`config.mk`:
```
export PLATFORM = sky130hd
export DESIGN_NAME = eth_tx_frame_reader
export DESIGN_NICKNAME = d
export VERILOG_FILES = /design/src/rtl/eth_tx_pkg.sv /design/src/rtl/eth_tx_frame_reader.sv
export SDC_FILE = /design/constraint.sdc
export NUM_CORES = 1
export LEC_CHECK = 0
export CAP_MARGIN = 20
export CORE_MARGIN = 4
export CORE_UTILIZATION = 48
export DETAILED_ROUTE_END_ITERATION = 16
export PLACE_DENSITY_LB_ADDON = 0.12
export RECOVER_POWER = 100
export SYNTH_ARGS = -nofsm -noshare
export SYNTH_HDL_FRONTEND = slang
export SYNTH_SLANG_ARGS = --single-unit
```
`constraint.sdc`:
```
create_clock -name eth_tx_clk -period 2.3 [get_ports eth_tx_clk]
set_clock_uncertainty 0.05 [all_clocks]
set_input_delay 0.46 -clock eth_tx_clk [delete_from_list [all_inputs] [get_ports eth_tx_clk]]
set_output_delay 0.46 -clock eth_tx_clk [all_outputs]
set_load 0.02 [all_outputs]
```
`src/rtl/eth_tx_pkg.sv`:
```
// Shared types and constants for the Ethernet TX frame reader.
//   tx_state_e    : frame-reader FSM states
//   *_BYTE        : fixed bytes driven on GMII around the payload
//   max3()        : sizing helper for the shared phase counter
package eth_tx_pkg;

    typedef enum logic [2:0] {
        ST_IDLE     = 3'd0,
        ST_PREAMBLE = 3'd1,
        ST_SFD      = 3'd2,
        ST_PAYLOAD  = 3'd3,
        ST_PAD      = 3'd4,
        ST_DRAIN    = 3'd5,
        ST_IFG      = 3'd6
    } tx_state_e;

    localparam logic [7:0] PREAMBLE_BYTE = 8'h55;
    localparam logic [7:0] SFD_BYTE      = 8'hD5;
    localparam logic [7:0] PAD_BYTE      = 8'h00;

    function automatic int max3(input int a, input int b, input int c);
        int m;
        m = (a > b) ? a : b;
        return (m > c) ? m : c;
    endfunction

endpackage

```
`src/rtl/eth_tx_frame_reader.sv`:
```
// Drains complete frames from the TX packet FIFO onto GMII.
// Adds preamble/SFD, zero-pads short payloads, enforces the inter-frame gap
// and pulses pct_txed back to the packet-count tracker once per frame.
// Ports:
//   eth_tx_clk, rst          : clock, synchronous active-high reset
//   bf_in_buffer_ready[1:0]  : complete frames queued in the FIFO
//   fifo_rd_data/last/empty  : FWFT FIFO head
//   fifo_rd_en               : pop head this cycle (combinational)
//   gmii_txd/tx_en/tx_er     : registered GMII outputs
//   bf_out_pct_txed          : one pulse per frame, first IFG cycle
//   underrun                 : one pulse when the FIFO runs dry mid-payload
//   busy                     : FSM not idle
module eth_tx_frame_reader
    import eth_tx_pkg::*;
#(
    parameter int PREAMBLE_LEN = 7,
    parameter int MIN_PAYLOAD  = 60,
    parameter int IFG_CYCLES   = 12
) (
    input  logic       eth_tx_clk,
    input  logic       rst,
    input  logic [1:0] bf_in_buffer_ready,
    input  logic [7:0] fifo_rd_data,
    input  logic       fifo_rd_last,
    input  logic       fifo_empty,
    output logic       fifo_rd_en,
    output logic [7:0] gmii_txd,
    output logic       gmii_tx_en,
    output logic       gmii_tx_er,
    output logic       bf_out_pct_txed,
    output logic       underrun,
    output logic       busy
);

    localparam int CW = $clog2(max3(PREAMBLE_LEN, MIN_PAYLOAD, IFG_CYCLES) + 1);
    localparam logic [CW-1:0] PRE_LAST = CW'(PREAMBLE_LEN - 1);
    localparam logic [CW-1:0] PAY_MIN  = CW'(MIN_PAYLOAD);
    localparam logic [CW-1:0] PAY_LAST = CW'(MIN_PAYLOAD - 1);
    localparam logic [CW-1:0] IFG_LAST = CW'(IFG_CYCLES - 1);
    localparam logic [CW-1:0] ONE      = CW'(1);

    tx_state_e     state, nxt_state;
    logic [CW-1:0] cnt, nxt_cnt;
    logic [7:0]    nxt_txd;
    logic          nxt_en, nxt_er, nxt_under, pop;

    // Each state's action is registered onto GMII, so the wire trails the
    // state by one cycle. In PAYLOAD/PAD the counter holds bytes driven so far.
    always_comb begin
        nxt_state = state;
        nxt_cnt   = cnt;
        nxt_txd   = PAD_BYTE;
        nxt_en    = 1'b0;
        nxt_er    = 1'b0;
        nxt_under = 1'b0;
        pop       = 1'b0;
        case (state)
            ST_IDLE: begin
                if (bf_in_buffer_ready != 2'd0 && !fifo_empty) begin
                    nxt_state = ST_PREAMBLE;
                    nxt_cnt   = '0;
                end
            end
            ST_PREAMBLE: begin
                nxt_txd = PREAMBLE_BYTE;
                nxt_en  = 1'b1;
                nxt_cnt = cnt + ONE;
                if (cnt == PRE_LAST) begin
                    nxt_state = ST_SFD;
                    nxt_cnt   = '0;
                end
            end
            ST_SFD: begin
                nxt_txd   = SFD_BYTE;
                nxt_en    = 1'b1;
                nxt_state = ST_PAYLOAD;
                nxt_cnt   = '0;
            end
            ST_PAYLOAD: begin
                nxt_en = 1'b1;
                if (!fifo_empty) begin
                    pop     = 1'b1;
                    nxt_txd = fifo_rd_data;
                    nxt_cnt = (cnt == PAY_MIN) ? cnt : cnt + ONE;
                    if (fifo_rd_last) begin
                        // cnt >= MIN-1 means this byte reaches the minimum
                        if (cnt >= PAY_LAST) begin
                            nxt_state = ST_IFG;
                            nxt_cnt   = '0;
                        end else begin
                            nxt_state = ST_PAD;
                        end
                    end
                end else begin
                    // Poison the byte; the rest of the frame is discarded
                    nxt_er    = 1'b1;
                    nxt_under = 1'b1;
                    nxt_state = ST_DRAIN;
                    nxt_cnt   = '0;
                end
            end
            ST_PAD: begin
                nxt_en  = 1'b1;
                nxt_cnt = cnt + ONE;
                if (cnt == PAY_LAST) begin
                    nxt_state = ST_IFG;
                    nxt_cnt   = '0;
                end
            end
            ST_DRAIN: begin
                if (!fifo_empty) begin
                    pop = 1'b1;
                    if (fifo_rd_last) begin
                        nxt_state = ST_IFG;
                        nxt_cnt   = '0;
                    end
                end
            end
            ST_IFG: begin
                nxt_cnt = cnt + ONE;
                if (cnt == IFG_LAST) begin
                    nxt_state = ST_IDLE;
                    nxt_cnt   = '0;
                end
            end
            default: begin
                nxt_state = ST_IDLE;
                nxt_cnt   = '0;
            end
        endcase
    end

    // Reset must block pops even though the FSM only clears on the edge
    assign fifo_rd_en = pop && !rst;
    assign busy       = (state != ST_IDLE);

    always_ff @(posedge eth_tx_clk) begin
        if (rst) begin
            state           <= ST_IDLE;
            cnt             <= '0;
            gmii_txd        <= 8'h00;
            gmii_tx_en      <= 1'b0;
            gmii_tx_er      <= 1'b0;
            bf_out_pct_txed <= 1'b0;
            underrun        <= 1'b0;
        end else begin
            state           <= nxt_state;
            cnt             <= nxt_cnt;
            gmii_txd        <= nxt_txd;
            gmii_tx_en      <= nxt_en;
            gmii_tx_er      <= nxt_er;
            bf_out_pct_txed <= (nxt_state == ST_IFG) && (state != ST_IFG);
            underrun        <= nxt_under;
        end
    end

endmodule

```
==> summary.txt, run 1 <==
Pwr
  • Sw Pwr: 0.172 mW
  • Pint: 0.582 mW
  • Switching share of power: between 20 and 25%
  • Comb power frac: between 10 and 15%
  • VDD IR max: ~0.4 mV
  • Part of the power in registers: a little under half
  • Clock network fraction of design power: a little under two fifths
  • Pwr dens: around 500 nW/um2
  • P_leak: 0.606 nW
  • Pwr Total: about 0.75 mW

Logic synthesis
  • FFs w/ async S/R, synth: 0%
  • Main flop type after synthesis: dfxtp_1
  • Synthesized flop and latch total: 20
  • Sequential area share after synthesis: a little over a third
  • Top cells by area, synth: dfxtp_1 (35%), a21oi_1 (5.3%), nor2_1 (3.9%), nand3_1 (3.5%), and3_1 (3.3%)
  • Unique cell type count in the Yosys netlist: roughly 40
  • Mapped Area: roughly 1100 um2
  • Post-synth EDFFs: 0
  • Synth Warn #: 0
  • Net Count, Synth: between 150 and 200
  • Yosys top cell area share: 35.0%
  • Synth area leader: dfxtp_1
  • Mapped Cells: about 140
  • Post-Syn Area per Cell: between 8 and 9 um2

Critical path
  • Worst setup EP type: register
  • Critical path type: in2reg
  • R2R setup slack: between 0.3 and 0.4 ns
  • Critical path arrival: around 2.4 ns
  • End of the worst register-to-register path: bf_out_pct_txed$_SDFF_PP0_
  • Reg-to-Reg Start: cnt[0]$_SDFFE_PP0P_
  • CP max stage cell: or4b_1
  • FF-to-FF path depth: 7
  • Worst path max stage delay: 0.63 ns
  • Critical path endpoint: cnt[2]$_SDFFE_PP0P_
  • CP max FO: 10
  • WP data required: ~2.5 ns
  • CP startpoint: fifo_empty
  • Critical Path Source Type: primary input
  • Crit path cell chain: clkdlybuf4s50_1, clkbuf_1, nand4bb_2, or4b_1, o21ai_1, o221ai_1, nand2_1

Clock network
  • Root buf cell: clkbuf_4
  • Post-CTS Hold Buffers: 0
  • Worst skew pair latency: about 0.3 ns
  • Post-CTS Setup Repair Bufs: 0
  • Sink Count: 20
  • Clock buffer count from CTS: 3
  • CTS tree: done
  • CTS Buffer Depth: 2
  • H-tree Lvls: 1
  • Clock Pin Slew Worst Setup and Hold Paths: between 0.1 and 0.15 ns

Placement
  • DP Wirelength: approximately 2200 um
  • Placer Congestion: ~0.9
  • Pre-CTS setup slack: -0.145 ns
  • Placed Cells: about 200
  • Port bufs: 27

Cells and area
  • Nets@finish: 191
  • Final core utilization: between 60% and 70%
  • Non-filler cells, final: between 200 and 250
  • Synth-to-Final Area Change: 31.1%
  • Ratio of cells with drive above 1 in the final layout: between 10% and 20%
  • Ant diodes: 0
  • FILL cells: approximately 210

Detailed routing
  • Final ANT Viol Nets: 0
  • Drt wl/cell: around 14 um
  • WL final: between 2000 and 3000 um
  • Via count: approximately 1.1k
  • DRC Markers: 0
  • Drt first pass iters: 4
  • Initial DRC count: 43
  • Vias per inst: around 5.7

Timing
  • Fin crit share: 95.7%
  • Final setup viols: 0
  • Period minus WS final: approximately 2.2 ns
  • Final Max Slew Viols: 0
  • Setup ws final: between 0.09 and 0.1 ns
  • RSZ-0062 raised after global routing: no
  • Fmax: approximately 0.45 GHz
  • Hold Fails Final Rpt: 0
  • Worst Max-Slew Pin Slew: around 0.51 ns
  • Rel. slew slack: about two thirds

Global route
  • Largest net degree at the start of global routing: 13
  • Vias in the first global route: ~1.0k
  • Total grt overflow: 0
  • Gr usage total: approximately 18%
  • Antenna violations before repair: 0
  • Global-route wire length before repair: roughly 4600 um

Status
  • Outcome: finished clean

Die
  • Rows: 17
  • Die height: between 50 and 60 um
  • Die X: roughly 57 um
  • Die Area: 3230 um2
  • Initial Utilization: between 50% and 60%
  • Top Ports: 28
  • Core area: approximately 2200 um2

Worst hold path
  • Min-delay worst type: reg2reg

Job
  • MaxCap Viol Count: 0
## how the worst min path moves through the flow
stage / from / to / slack [ns] / cells past startpoint
final: cnt[1]$_SDFFE_PP0P_ / cnt[1]$_SDFFE_PP0P_ / 0.47 / 2
after global routing: cnt[1]$_SDFFE_PP0P_ / cnt[1]$_SDFFE_PP0P_ / 0.51 / 2
after CTS: cnt[1]$_SDFFE_PP0P_ / cnt[1]$_SDFFE_PP0P_ / 0.47 / 2
after detailed placement: cnt[1]$_SDFFE_PP0P_ / cnt[1]$_SDFFE_PP0P_ / 0.45 / 2
after global placement: cnt[1]$_SDFFE_PP0P_ / cnt[1]$_SDFFE_PP0P_ / 0.44 / 2
after floorplan: cnt[1]$_SDFFE_PP0P_ / cnt[1]$_SDFFE_PP0P_ / 0.42 / 2
## registers in the layout, summed over array words and instances, names as in the netlist
| register | cells |
|---|---|
| gmii_txd | 8 |
| cnt | 6 |
| state | 3 |
| bf_out_pct_txed | 1 |
| gmii_tx_en | 1 |
| underrun | 1 |
## cells in the final DEF, fill, tap and decap left out, types with 5 or more instances in the layout
master and n:
dfxtp_1 19, buf_4 5, nand3_1 8, dlygate4sd3_1 12, inv_1 6, nand2_1 10, nand2b_1 6, nor2_1 12
clkdlybuf4s50_1 14, o22ai_1 5, a21oi_1 12, o21ai_0 5, and3_1 6
## cells by family after synthesis
kind of cell	count (synthesis)	synth area share [%]
AND/OR/NAND/NOR	61	31.8
AO/OA/AOI/OAI	40	23.0
XOR/XNOR	1	0.766
buffers and inverters	16	6.13
flip-flops	20	35.0
adder cells (fa/ha/maj)	3	3.28
## metal layers
layer / wire length (um) / share of wire, % / global-route usage [%] / vias to the layer above
li1: - / - / - / 565
met1: 1210 / 43 / 22.3 / 527
met2: 1370 / 48 / 31.2 / 54
met3: 252 / 8.9 / 4.14 / 2
met4: 9 / 0.32 / 5.63 / 0
met5: 0 / 0 / 0 / -
## worst max-delay path: cells and delay by family
| kind | cells | cell delay (ns) |
|---|---|---|
| AOI/OAI and AO/OA | 2 | 0.27 |
| buffers and inverters | 2 | 0.67 |
| and+or+nand+nor | 3 | 1.01 |
## per-stage QoR
step	instance area, um2	setup TNS [ns]	hold slack [ns]
6_report	1500	0	0.466
3_3_place_gp	1480	-0.0845	0.436
2_1_floorplan	1140	0	0.423
5_1_grt	1500	0	0.507
3_5_place_dp	1480	-0.234	0.449
4_1_cts	1530	0	0.466
## power groups by stage
stage	combinational [mW]	sequential [mW]	clock, mW
after detailed placement	0.112	0.366	0
after floorplan	0.0525	0.373	0
final	0.107	0.358	0.289
after CTS	0.113	0.358	0.298
after global routing	0.116	0.359	0.314
after global placement	0.110	0.366	0
## Yosys cell counts, types with 2 or more instances
master and count:
nand2b_1 6, nand3b_1 3, inv_1 6, nor2b_1 2, clkbuf_1 2, o21ai_0 4, buf_2 5, and2_1 3
nor2_1 12, and3_1 6, o22ai_1 5, o21ai_1 5, nor3_1 3, nand2_1 10, a211oi_1 2, a31oi_1 3
ha_1 3, a21oi_1 12, nand3_1 8, dfxtp_1 20
## final cells by class
| class | instances | area [um2] | share of cell area (%) |
|---|---|---|---|
| Clock buffer | 3 | 22.5 | 1.50 |
| Clock inverter | 1 | 30.0 | 2.00 |
| Inverter | 8 | 30.0 | 2.00 |
| Multi-Input combinational cell | 105 | 658 | 43.9 |
| Sequential cell | 20 | 402 | 26.8 |
| Tap cell | 28 | 35.0 | 2.34 |
| Timing Repair Buffer | 36 | 322 | 21.5 |
## timing repair
item | 4_1_cts | 5_1_grt
cloned | 0 | 0
resized for setup | 1 | 1
endpoints found under the setup margin | 1 | 1
Note: power is estimated with default switching activity, not from simulation.
==> inputs of run 2 (changes only) <==
--- a/config.mk
+++ b/config.mk
@@ -9,6 +9,7 @@
 export CORE_MARGIN = 4
 export CORE_UTILIZATION = 48
 export DETAILED_ROUTE_END_ITERATION = 16
+export GPL_ROUTABILITY_DRIVEN = 1
 export PLACE_DENSITY_LB_ADDON = 0.12
 export RECOVER_POWER = 100
 export SYNTH_ARGS = -nofsm -noshare
==> results of run 2 <==
The final DEF is identical to that of run 1; final timing and power are the same.
==> inputs of run 3 (changes only) <==
--- a/config.mk
+++ b/config.mk
@@ -12,6 +12,7 @@
 export GPL_ROUTABILITY_DRIVEN = 1
 export PLACE_DENSITY_LB_ADDON = 0.12
 export RECOVER_POWER = 100
+export SLEW_MARGIN = 10
 export SYNTH_ARGS = -nofsm -noshare
 export SYNTH_HDL_FRONTEND = slang
 export SYNTH_SLANG_ARGS = --single-unit
==> results of run 3 <==
The final DEF is identical to that of run 1; final timing and power are the same.
